[config.mk]
export PLATFORM = sky130hd
export DESIGN_NAME = whack_game_ctrl
export DESIGN_NICKNAME = d
export VERILOG_FILES = /design/src/rtl/game_pkg.sv /design/src/rtl/whack_game_ctrl_lfsr16.sv /design/src/rtl/whack_game_ctrl.sv
export SDC_FILE = /design/constraint.sdc
export NUM_CORES = 1
export LEC_CHECK = 0
export ABC_AREA = 1
export BUFFER_PORTS_ARGS = -buffer_cell sky130_fd_sc_hd__buf_2
export CAP_MARGIN = 10
export CORE_MARGIN = 2
export CORE_UTILIZATION = 35
export CTS_CLUSTER_DIAMETER = 60
export DETAILED_ROUTE_END_ITERATION = 8
export HOLD_SLACK_MARGIN = 0.08
export PLACE_DENSITY = 0.56
export SYNTH_ARGS = -nofsm -noshare
export SYNTH_HDL_FRONTEND = slang
export SYNTH_SLANG_ARGS = --single-unit
[constraint.sdc]
create_clock -name clk -period 2.6 [get_ports clk]
set_clock_uncertainty 0.15 [all_clocks]
set_input_delay 0.52 -clock clk [delete_from_list [all_inputs] [get_ports clk]]
set_output_delay 0.52 -clock clk [all_outputs]
set_load 0.02 [all_outputs]
[src/rtl/game_pkg.sv]
// Shared types and constants for the whack-a-mole game sequencer.
package game_pkg;

  typedef enum logic [1:0] {
    IDLE = 2'd0,
    ARM  = 2'd1,
    PLAY = 2'd2,
    OVER = 2'd3
  } game_state_t;

  localparam int NUM_POS = 18;

  localparam logic [15:0] LFSR_SEED = 16'hACE1;
  // Right-shifting Fibonacci form: taps 16,14,13,11 land on state bits 0,2,3,5.
  localparam logic [15:0] LFSR_TAP_MASK = 16'h002D;

  localparam logic [4:0] NO_PREV_IDX = 5'd31;

  // Fold a 5-bit random value onto 0..NUM_POS-1 and step past the previous mole.
  function automatic logic [4:0] pick_idx(input logic [4:0] raw, input logic [4:0] prev);
    logic [4:0] idx;
    idx = (raw >= 5'(NUM_POS)) ? raw - 5'(NUM_POS) : raw;
    if (idx == prev) begin
      idx = (idx == 5'(NUM_POS - 1)) ? 5'd0 : idx + 5'd1;
    end
    return idx;
  endfunction

endpackage

[src/rtl/whack_game_ctrl_lfsr16.sv]
// Free-running 16-bit Fibonacci LFSR used to pick mole positions.
module lfsr16
  import game_pkg::*;
(
  input  logic        clk,
  input  logic        rst_n,
  output logic [15:0] state
);

  always_ff @(posedge clk or negedge rst_n) begin
    if (!rst_n) begin
      state <= LFSR_SEED;
    end else begin
      state <= {^(state & LFSR_TAP_MASK), state[15:1]};
    end
  end

endmodule

[src/rtl/whack_game_ctrl.sv]
// Round sequencer: start handshake, second timer, mole spawning and hit qualification.
module whack_game_ctrl
  import game_pkg::*;
#(
  parameter int CLK_HZ       = 50_000_000,
  parameter int GAME_SECONDS = 30,
  parameter int MOLE_CYCLES  = 25_000_000
) (
  input  logic               clk,
  input  logic               rst_n,
  input  logic               start_btn,
  input  logic [NUM_POS-1:0] sw_pulse,
  output logic               start_pulse,
  output logic               game_active,
  output logic [NUM_POS-1:0] hit_pulse,
  output logic [NUM_POS-1:0] mole_onehot,
  output logic [7:0]         time_left,
  output logic               game_over
);

  localparam int SEC_W  = (CLK_HZ > 1) ? $clog2(CLK_HZ) : 1;
  localparam int LIFE_W = $clog2(MOLE_CYCLES);
  localparam logic [SEC_W-1:0]  SEC_LAST  = SEC_W'(CLK_HZ - 1);
  localparam logic [LIFE_W-1:0] LIFE_LOAD = LIFE_W'(MOLE_CYCLES - 1);

  game_state_t        state_reg, state_next;
  logic               start_btn_q;
  logic [SEC_W-1:0]   sec_reg;
  logic [LIFE_W-1:0]  life_reg;
  logic [7:0]         time_left_reg;
  logic [NUM_POS-1:0] mole_reg;
  logic [NUM_POS-1:0] hit_reg;
  logic [4:0]         prev_idx_reg;
  logic [15:0]        lfsr_state;

  logic               start_edge;
  logic               sec_wrap;
  logic               final_tick;
  logic [NUM_POS-1:0] hit_vec;
  logic [4:0]         spawn_idx;
  logic               unused_lfsr_bits;

  lfsr16 u_lfsr (
    .clk   (clk),
    .rst_n (rst_n),
    .state (lfsr_state)
  );

  assign start_edge       = start_btn & ~start_btn_q;
  assign sec_wrap         = (state_reg == PLAY) && (sec_reg == SEC_LAST);
  assign final_tick       = sec_wrap && (time_left_reg == 8'd1);
  assign hit_vec          = (state_reg == PLAY) ? (sw_pulse & mole_reg) : '0;
  assign spawn_idx        = pick_idx(lfsr_state[4:0], prev_idx_reg);
  assign unused_lfsr_bits = ^lfsr_state[15:5];

  always_ff @(posedge clk or negedge rst_n) begin
    if (!rst_n) begin
      state_reg <= IDLE;
    end else begin
      state_reg <= state_next;
    end
  end

  always_comb begin
    state_next = state_reg;
    case (state_reg)
      IDLE, OVER: if (start_edge) state_next = ARM;
      ARM:        state_next = PLAY;
      PLAY:       if (final_tick) state_next = OVER;
      default:    state_next = IDLE;
    endcase
  end

  always_ff @(posedge clk or negedge rst_n) begin
    if (!rst_n) begin
      start_btn_q   <= 1'b0;
      sec_reg       <= '0;
      life_reg      <= '0;
      time_left_reg <= '0;
      mole_reg      <= '0;
      hit_reg       <= '0;
      prev_idx_reg  <= NO_PREV_IDX;
    end else begin
      start_btn_q <= start_btn;
      hit_reg     <= hit_vec;
      case (state_reg)
        ARM: begin
          time_left_reg <= 8'(GAME_SECONDS);
          sec_reg       <= '0;
          life_reg      <= '0;
          mole_reg      <= '0;
          prev_idx_reg  <= NO_PREV_IDX;
        end
        PLAY: begin
          if (sec_wrap) begin
            sec_reg       <= '0;
            time_left_reg <= time_left_reg - 8'd1;
          end else begin
            sec_reg <= sec_reg + SEC_W'(1);
          end
          // A hit takes priority over the lifetime expiring on the same edge.
          if (final_tick || (|hit_vec)) begin
            mole_reg <= '0;
          end else if (mole_reg == '0) begin
            mole_reg     <= NUM_POS'(1) << spawn_idx;
            prev_idx_reg <= spawn_idx;
            life_reg     <= LIFE_LOAD;
          end else if (life_reg == '0) begin
            mole_reg <= '0;
          end else begin
            life_reg <= life_reg - LIFE_W'(1);
          end
        end
        OVER: mole_reg <= '0;
        default: ;
      endcase
    end
  end

  assign start_pulse = (state_reg == ARM);
  assign game_active = (state_reg == PLAY);
  assign game_over   = (state_reg == OVER);
  assign hit_pulse   = hit_reg;
  assign mole_onehot = mole_reg;
  assign time_left   = time_left_reg;

endmodule

==> key figures, run 1 <==
Outcome
  • Status: finished, final reports clean

STA
  • Crit path time final: 2.46 ns
  • Setup violations, final: 0
  • Fraction of the cycle the final worst path needs: 0.947
  • Setup ws final: 0.138 ns
  • RSZ-0062 raised after global routing: true
  • Slew Limit Fails: 0
  • Relative slew slack: 0.652
  • Highest Clock Rate: 0.406 GHz
  • Hold Vio Cnt, Final: 0
  • Slew @ Worst Pin: 0.522 ns

Place
  • Final HPWL DP: 12.0 mm
  • Placed insts: 1,160
  • RePlAce Congestion: 0.825
  • IO Port Bufs: 67
  • Place WS: -0.0599 ns

Critical path
  • Worst Setup End Kind: flop
  • R2r setup slk: 0.14 ns
  • Startpoint types: flop
  • Worst Path Arrival: 2.65 ns
  • WP data required: 2.79 ns
  • Crit path max fanout: 11
  • Worst reg2reg endpoint: prev_idx_reg[1]
  • Worst setup path category: flop to flop
  • RR Startpoint: u_lfsr.state[2]
  • Reg2reg path depth: 15

Floorplanning
  • Die W: 140 µm
  • Core area: 0.0180 mm²
  • Die H: 140 µm
  • Die area: 0.0196 mm²
  • Initial Utilization: 0.358
  • Row count: 49
  • Ports: 68

Clock tree
  • CTS root buf: clkbuf_16
  • H-tree Lvls: 4
  • Clock latency on the worst-skew pair: 0.42 ns
  • CTS tree: yes
  • CTS Sinks: 119
  • TritonCTS buffer count: 17
  • CTS Buffer Depth: 2
  • Worst-path clk slew: 0.06 ns

Drt
  • Vias: 5,826
  • Via density: 4.86
  • Iteration-0 DRC Markers: 322
  • First-pass DRT Iterations: 6
  • Final WL: 16.7 mm
  • Antenna violation net count after detailed routing: 0
  • Wire per inst: 14.0 µm
  • # DRC: 0

Synthesis
  • Main synth FF type: dfrtp_1
  • Ys Warns: 0
  • Synth async-reset ratio: 1.00
  • Post-Syn Area per Cell: 7.81 µm²
  • Post-synth EDFFs: 0
  • Synth Register Bits: 119
  • Synthesized net count: 862
  • Sequential fraction of the synthesis area: 0.463
  • Distinct cells, synth: 44
  • Synthesized area: 0.00646 mm²
  • Post-Syn Instances: 827

Layout
  • Layout cell share with drive strength beyond 1: 0.274
  • Nets: 993
  • Commonest non-fill, non-tap cells in the layout: nand2_1, dfrtp_1, inv_1
  • Area growth syn-to-layout: 29.6%
  • Post-route insts no fill: 1,200
  • Max reg flops: 26
  • Antenna cell count: 0
  • Final Util: 0.465
  • Commonest non-fill, non-tap cell in the layout: nand2_1

Global routing
  • Total track usage: 0.173
  • First-pass GRT wire length: 27.2 mm
  • Grt total ovfl: 0
  • Pin count of the biggest net entering global routing: 37
  • Vias in the first global route: 5,507
  • Initial antenna violation count: 0

Hold path
  • Hold Crit Class: input pin to flop
  • Hold EP: hit_pulse[6]
  • Hold Path Origin: sw_pulse[6]
  • Worst Hold Depth: 3

Pwr
  • Peak supply drop: 0.000646 V
  • Pwr Density: 800 mW/mm²
  • Pleak: 4.28 nW

Job
  • Max_cap viols: 0
==> worst max-delay path by stage <==
| stage | start | endpoint | cells after the start |
|---|---|---|---|
| after floorplan | u_lfsr.state[1] | mole_onehot[10] | 18 |
| after global placement | u_lfsr.state[2] | mole_onehot[5] | 17 |
| after detailed placement | state_reg[0] | life_reg[5] | 15 |
| after CTS | state_reg[0] | life_reg[9] | 17 |
| after global routing | u_lfsr.state[1] | mole_onehot[1] | 19 |
| final | u_lfsr.state[2] | prev_idx_reg[1] | 15 |
==> critical path, cell delays in order, from the launching register on <==
cell	delay (ns)
dfrtp_1	0.38
inv_2	0.07
ha_1	0.18
nand4_2	0.16
nand2_2	0.11
nand2_2	0.07
buf_4	0.14
nand3_2	0.05
nand2_2	0.07
nor2_4	0.22
nand2_8	0.14
nand2_1	0.11
nand2_2	0.10
buf_4	0.15
buf_4	0.12
a22oi_1	0.15
==> cell families after synthesis <==
kind of cell    synth area share
compound gates            0.0943
xor+xnor                  0.0217
fa+ha+maj                 0.0271
buf+inv                   0.0825
flops                      0.463
simple gates               0.311
==> timing repair <==
| item | in CTS | in global routing |
|---|---|---|
| pin swaps | 0 | 18 |
| gates cloned | 0 | 1 |
| resized for setup | 3 | 66 |
| setup buffers | 0 | 5 |
| hold endpoints to repair | 27 | 0 |
| hold buffers | 2 | 0 |
| setup endpoints to repair | 9 | 53 |
==> stage by stage <==
stage / TNS (ns) / total power, W / cell area, µm² / hold WS, ns
after global routing: -0.238 / 0.00712 / 8380 / 0.185
after CTS: 0 / 0.00655 / 8080 / 0.172
after global placement: 0 / 0.00403 / 7430 / 0.188
after detailed placement: -0.119 / 0.00404 / 7430 / 0.192
after floorplan: 0 / 0.00341 / 6460 / 0.0744
final: 0 / 0.00670 / 8380 / 0.186
==> Yosys cell counts, types with 3 or more instances <==
master | count | share of area
o32ai_1 | 3 | 0.0041
xor2_1 | 12 | 0.016
nor2_4 | 3 | 0.0052
nor3_1 | 15 | 0.012
o21ai_0 | 50 | 0.039
nand3_2 | 5 | 0.0077
buf_6 | 4 | 0.0070
clkbuf_1 | 5 | 0.0029
ha_1 | 14 | 0.027
xnor2_1 | 4 | 0.0054
or2_2 | 3 | 0.0029
nand4_1 | 15 | 0.015
nor2_2 | 7 | 0.0068
buf_2 | 4 | 0.0031
a21oi_1 | 22 | 0.017
buf_4 | 3 | 0.0035
nand2_2 | 9 | 0.0087
inv_1 | 105 | 0.061
nand2_4 | 5 | 0.0087
dfstp_2 | 13 | 0.053
nor2_1 | 106 | 0.062
o21ai_1 | 3 | 0.0023
nand3_1 | 88 | 0.068
a31oi_1 | 3 | 0.0029
nand2_1 | 185 | 0.11
o22ai_1 | 12 | 0.012
dfrtp_1 | 106 | 0.41
==> layout make-up <==
class,instances,area [µm²]
repair buffers,128,872
clock inverters,13,170
multi-input cells,580,3170
clock buffers,19,453
inverters,112,429
well taps,229,287
flip-flops and latches,119,2990
fillers,1787,9650
==> metal layers <==
layer	vias to the layer above	GRT usage	wire length [µm]
met5	-	0	0
met4	0	0.0553	216
met3	19	0.0375	528
met2	101	0.266	7910
met1	2757	0.243	8090
li1	2949	-	-
==> power by group <==
| group | leakage, nW | switching [W] | internal, W |
|---|---|---|---|
| Combinational | 2.46 | 0.00130 | 0.000754 |
| Sequential | 1.52 | 0.000135 | 0.00205 |
| Clock | 0.296 | 0.000897 | 0.00157 |
| Total | 4.28 | 0.00233 | 0.00437 |
Power figures use the tool's default switching activity.
==> run 2: changes to the inputs <==
Settings changed: RECOVER_POWER set to 25.
==> run 2 against run 1 <==
Final area down 0.18%. Cell count unchanged. Via count decreased by 0.21%. Maximum frequency about the same. Worst setup slack hardly changed. Global-route usage did not move. Sequential power about the same. Register-to-register slack about the same.
==> key figures, run 2 (synthesis gave the netlist of run 1 again) <==
Floorplanning
  • Row count: 49
  • Die area: 0.0196 mm²
  • Core area: 0.0180 mm²
  • Die W: 140 µm
  • Initial Utilization: 0.358
  • Ports: 68
  • Die H: 140 µm

STA
  • Slew Limit Fails: 0
  • Highest Clock Rate: 0.406 GHz
  • RSZ-0062 raised after global routing: true
  • Hold Vio Cnt, Final: 0
  • Fraction of the cycle the final worst path needs: 0.947
  • Setup violations, final: 0
  • Relative slew slack: 0.300
  • Final TNS setup: 0 ns
  • Slew @ Worst Pin: 1.05 ns
  • Crit path time final: 2.46 ns

Clock tree
  • H-tree Lvls: 4
  • CTS Sinks: 119
  • CTS Buffer Depth: 2
  • Worst-path clk slew: 0.06 ns
  • TritonCTS buffer count: 17
  • CTS root buf: clkbuf_16
  • Clock latency on the worst-skew pair: 0.42 ns
  • CTS tree: yes

Hold path
  • Hold Crit Class: input pin to flop
  • Hold EP: hit_pulse[6]
  • Hold Path Origin: sw_pulse[6]
  • Worst Hold Depth: 3

Pwr
  • Peak supply drop: 0.000645 V
  • Pleak: 4.27 nW
  • Pwr Density: 800 mW/mm²

Critical path
  • WP data required: 2.79 ns
  • Crit path cell chain: inv_2 -> ha_1 -> nand4_2 -> nand2_2 -> nand2_2 -> buf_4 -> nand3_2 -> nand2_2 -> nor2_4 -> nand2_8 -> nand2_1 -> nand2_2 -> buf_4 -> buf_4 -> a22oi_1
  • R2r setup slk: 0.14 ns
  • Worst Setup End Kind: flop
  • Reg2reg path depth: 15
  • Startpoint types: flop
  • CP dominant cell by count: nand2_2
  • RR Startpoint: u_lfsr.state[2]
  • Worst setup path category: flop to flop
  • Crit path max fanout: 11
  • Worst reg2reg endpoint: prev_idx_reg[1]
  • CP max stage cell: dfrtp_1
  • Worst Path Arrival: 2.65 ns
  • CP max stage delay: 0.38 ns

Place
  • IO Port Bufs: 67
  • Placed insts: 1,160
  • Placed Area: 0.00743 mm²
  • Final HPWL DP: 12.0 mm
  • RePlAce Congestion: 0.825

Layout
  • Final instance area: 0.00836 mm²
  • Antenna cell count: 0
  • Max reg flops: 26
  • Fillers: 1,791
  • Nets: 993
  • Final Util: 0.464
  • Post-route insts no fill: 1,200
  • Commonest non-fill, non-tap cells in the layout: nand2_1, dfrtp_1, inv_1
  • Area growth syn-to-layout: 29.4%
  • Layout cell share with drive strength beyond 1: 0.269
  • Commonest non-fill, non-tap cell in the layout: nand2_1

Global routing
  • Vias in the first global route: 5,507
  • Pin count of the biggest net entering global routing: 37
  • First-pass GRT wire length: 27.2 mm
  • Grt total ovfl: 0
  • Initial antenna violation count: 0
  • Total track usage: 0.173

Job
  • Max_cap viols: 0

Drt
  • Via density: 4.85
  • Wire per inst: 13.9 µm
  • Final WL: 16.7 mm
  • First-pass DRT Iterations: 4
  • Vias: 5,814
  • Iteration-0 DRC Markers: 297
  • # DRC: 0
  • Antenna violation net count after detailed routing: 0

Outcome
  • Status: finished, final reports clean
==> run 2: cell count changes in the layout (fill, tap and decap cells not counted) <==
cell,before,now
buf_2,66,65
buf_4,54,50
clkbuf_1,0,4
clkbuf_2,0,1
dfstp_1,0,1
dfstp_2,13,12
==> run 2: layout make-up <==
class	count	area [µm²]	area share
flip-flops and latches	119	2990	0.358
repair buffers	128	857	0.103
inverters	112	429	0.0513
well taps	229	287	0.0343
multi-input cells	580	3170	0.379
clock inverters	13	170	0.0204
clock buffers	19	453	0.0542
==> run 2: metrics by stage <==
stage          setup WS, ns  hold slack (ns)  total power, W
3_3_place_gp         0.0390            0.188         0.00403
4_1_cts             0.00936            0.172         0.00655
6_report              0.138            0.184         0.00669
3_5_place_dp        -0.0599            0.192         0.00404
5_1_grt             -0.0418            0.185         0.00712
2_1_floorplan         0.104           0.0744         0.00341
==> run 2: worst max-delay path by stage <==
stage          slack [ns]       startpoint  depth (start not counted)              end
6_report             0.14  u_lfsr.state[2]                         15  prev_idx_reg[1]
5_1_grt             -0.04  u_lfsr.state[1]                         19   mole_onehot[1]
4_1_cts             0.009     state_reg[0]                         17      life_reg[9]
3_5_place_dp        -0.06     state_reg[0]                         15      life_reg[5]
3_3_place_gp         0.04  u_lfsr.state[2]                         17   mole_onehot[5]
2_1_floorplan        0.10  u_lfsr.state[1]                         18  mole_onehot[10]
==> run 2: timing repair <==
action                                  CTS  global route
resized for setup                         3            66
hold endpoints to repair                 27             0
hold buffers                              2             0
gates cloned                              0             1
pin swaps                                 0            18
buffers inserted                          0             5
endpoints found under the setup margin    9            53
==> run 2: metal layers <==
layer / part of all wire / wire, µm / track usage / vias to the layer above
met5: 0 / 0 / 0 / -
met4: 0.012 / 209 / 0.0553 / 0
met3: 0.038 / 639 / 0.0375 / 20
met2: 0.47 / 7890 / 0.266 / 115
met1: 0.48 / 7990 / 0.243 / 2734
li1: - / - / - / 2945
==> run 2: critical path, delay by kind of cell, from the launching register on <==
family	cells	cell delay (ns)
flops	1	0.38
simple gates	9	1.03
buf+inv	4	0.48
compound gates	1	0.15
fa+ha+maj	1	0.18
==> run 2: power breakdown <==
part	total (W)	leakage (nW)	internal, W	switching, W
clock	0.00246	0.296	0.00157	0.000897
sequential	0.00218	1.52	0.00205	0.000135
combinational	0.00205	2.45	0.000753	0.00129
total	0.00669	4.27	0.00437	0.00233
==> run 3: changes to the inputs <==
Settings changed: PLACE_DENSITY 0.56 to 0.64.
==> run 3 against run 2 <==
Cell count down 0.50%. Sequential power about the same. First-iteration DRC count up 25%. Sequential share of layout area is essentially flat. Wire length down 1.3%. Maximum frequency down 1.2%. Clock power down 7%. Highest routed layer unchanged. Largest power group unchanged. Hold slack got worse by 0.0012 ns.
==> key figures, run 3 (synthesis gave the netlist of run 1 again) <==
Drt
  • # DRC: 0
  • Vias: 5,911
  • Antenna violation net count after detailed routing: 0
  • Via density: 4.95
  • First-pass DRT Iterations: 5
  • Wire per inst: 13.8 µm
  • Iteration-0 DRC Markers: 371
  • Final WL: 16.5 mm

Pwr
  • Peak supply drop: 0.000788 V
  • Pwr Density: 777 mW/mm²
  • Pleak: 4.23 nW

Layout
  • Layout cell share with drive strength beyond 1: 0.274
  • Commonest non-fill, non-tap cell in the layout: nand2_1
  • Fillers: 1,751
  • Post-route insts no fill: 1,194
  • Footprint of the multi-input gates: 0.00327 mm²
  • Area growth syn-to-layout: 29.5%
  • Nets: 987
  • Seq. cell area: 0.00299 mm²
  • Antenna cell count: 0
  • Max reg flops: 26
  • Commonest non-fill, non-tap cells in the layout: nand2_1, dfrtp_1, inv_1
  • Final instance area: 0.00837 mm²

STA
  • Setup ws final: 0.108 ns
  • Setup violations, final: 0
  • Crit path time final: 2.49 ns
  • Worst Hold Slack: 0.182 ns
  • Highest Clock Rate: 0.401 GHz
  • Fraction of the cycle the final worst path needs: 0.958
  • Slew Limit Fails: 0
  • Slew @ Worst Pin: 0.719 ns
  • Relative slew slack: 0.521
  • Hold Vio Cnt, Final: 0

Global routing
  • First-pass GRT wire length: 26.4 mm
  • Pin count of the biggest net entering global routing: 110
  • Vias in the first global route: 5,361
  • Grt total ovfl: 0
  • Total track usage: 0.167
  • Initial antenna violation count: 0

Hold path
  • Hold Path Origin: sw_pulse[15]
  • Hold EP: hit_pulse[15]
  • Hold Crit Class: input pin to flop
  • Worst Hold Depth: 3

Floorplanning
  • Initial Utilization: 0.358
  • Die W: 140 µm
  • Core area: 0.0180 mm²
  • Ports: 68
  • Die H: 140 µm
  • Die area: 0.0196 mm²
  • Row count: 49

Place
  • Place WS: -0.0676 ns
  • IO Port Bufs: 67
  • Placed Area: 0.00733 mm²
  • Final HPWL DP: 11.7 mm
  • Placed insts: 1,151
  • RePlAce Congestion: 0.895

Job
  • Max_cap viols: 0

Clock tree
  • H-tree Lvls: 4
  • CTS Buffer Depth: 2
  • Worst-path clk slew: 0.06 ns
  • Clock latency on the worst-skew pair: 0.42 ns
  • TritonCTS buffer count: 17
  • CTS root buf: clkbuf_16
  • CTS Sinks: 119
  • CTS tree: yes

Critical path
  • Worst Path Arrival: 2.70 ns
  • R2r setup slk: 0.11 ns
  • Reg2reg path depth: 17
  • WP data required: 2.81 ns
  • Worst setup path category: flop to flop
  • RR Startpoint: u_lfsr.state[2]
  • Worst reg2reg endpoint: mole_onehot[12]
  • Crit path max fanout: 6
  • Worst Setup End Kind: flop
  • Startpoint types: flop

Outcome
  • Status: finished, final reports clean
[run 3: changes by cell type in the layout (fill, tap and decap cells not counted), sizes merged]
cell    previous run  this run
bufinv             3         1
clkinv             8         5
inv              111       117
nand2            199       200
buf              120       114
clkbuf            25        23
[run 3: cell type report]
cell class | instances | area share
Clock inverter | 14 | 0.0165
Multi-Input combinational cell | 581 | 0.391
Tap cell | 229 | 0.0343
Timing Repair Buffer | 121 | 0.0950
Inverter | 112 | 0.0525
Sequential cell | 119 | 0.358
Clock buffer | 18 | 0.0525
[run 3: power breakdown]
part           switching, W  internal (W)
registers          0.000135       0.00205
logic               0.00133      0.000702
clock network      0.000921       0.00136
total               0.00239       0.00411
[run 3: worst max path at each step]
stage	start	depth (start not counted)	slack (ns)	endpoint
2_1_floorplan	u_lfsr.state[1]	18	0.10	mole_onehot[10]
3_3_place_gp	state_reg[0]	15	-0.04	prev_idx_reg[3]
3_5_place_dp	state_reg[0]	17	-0.07	life_reg[9]
4_1_cts	u_lfsr.state[2]	17	0.001	mole_onehot[17]
5_1_grt	u_lfsr.state[2]	19	-0.03	mole_onehot[16]
6_report	u_lfsr.state[2]	17	0.11	mole_onehot[12]
[run 3: per-stage QoR]
step	setup TNS (ns)	utilization	total power (W)
6_report	0	0.464	0.00650
3_5_place_dp	-0.181	0.407	0.00399
2_1_floorplan	0	-	0.00341
4_1_cts	0	0.442	0.00634
5_1_grt	-0.230	0.464	0.00689
3_3_place_gp	-0.0889	0.407	0.00397
[run 3: worst max-delay path, stage by stage (launching register included)]
cell,delay [ns]
dfrtp_1,0.38
inv_2,0.13
ha_4,0.15
buf_4,0.10
inv_2,0.04
nor2_4,0.12
nand2_4,0.08
nand2_4,0.09
nand2_4,0.05
nand2_2,0.05
nand3_2,0.08
nor2_4,0.27
nand2_8,0.14
inv_8,0.09
nand2_8,0.05
a21oi_4,0.27
nand3_1,0.11
nand2_1,0.07
[run 3: routing by layer]
layer,part of all wire,GRT usage,vias to the layer above
li1,-,-,2935
met1,0.48,0.234,2824
met2,0.47,0.259,131
met5,0,0,-
met3,0.040,0.0434,21
met4,0.012,0.0395,0
[run 3: timing repair]
item | CTS | global route
hold buffers | 2 | 0
endpoints found under the setup margin | 11 | 50
resized for setup | 9 | 81
cloned | 0 | 2
pin swaps | 2 | 27
endpoints found under the hold margin | 11 | 0
buffers inserted | 0 | 7
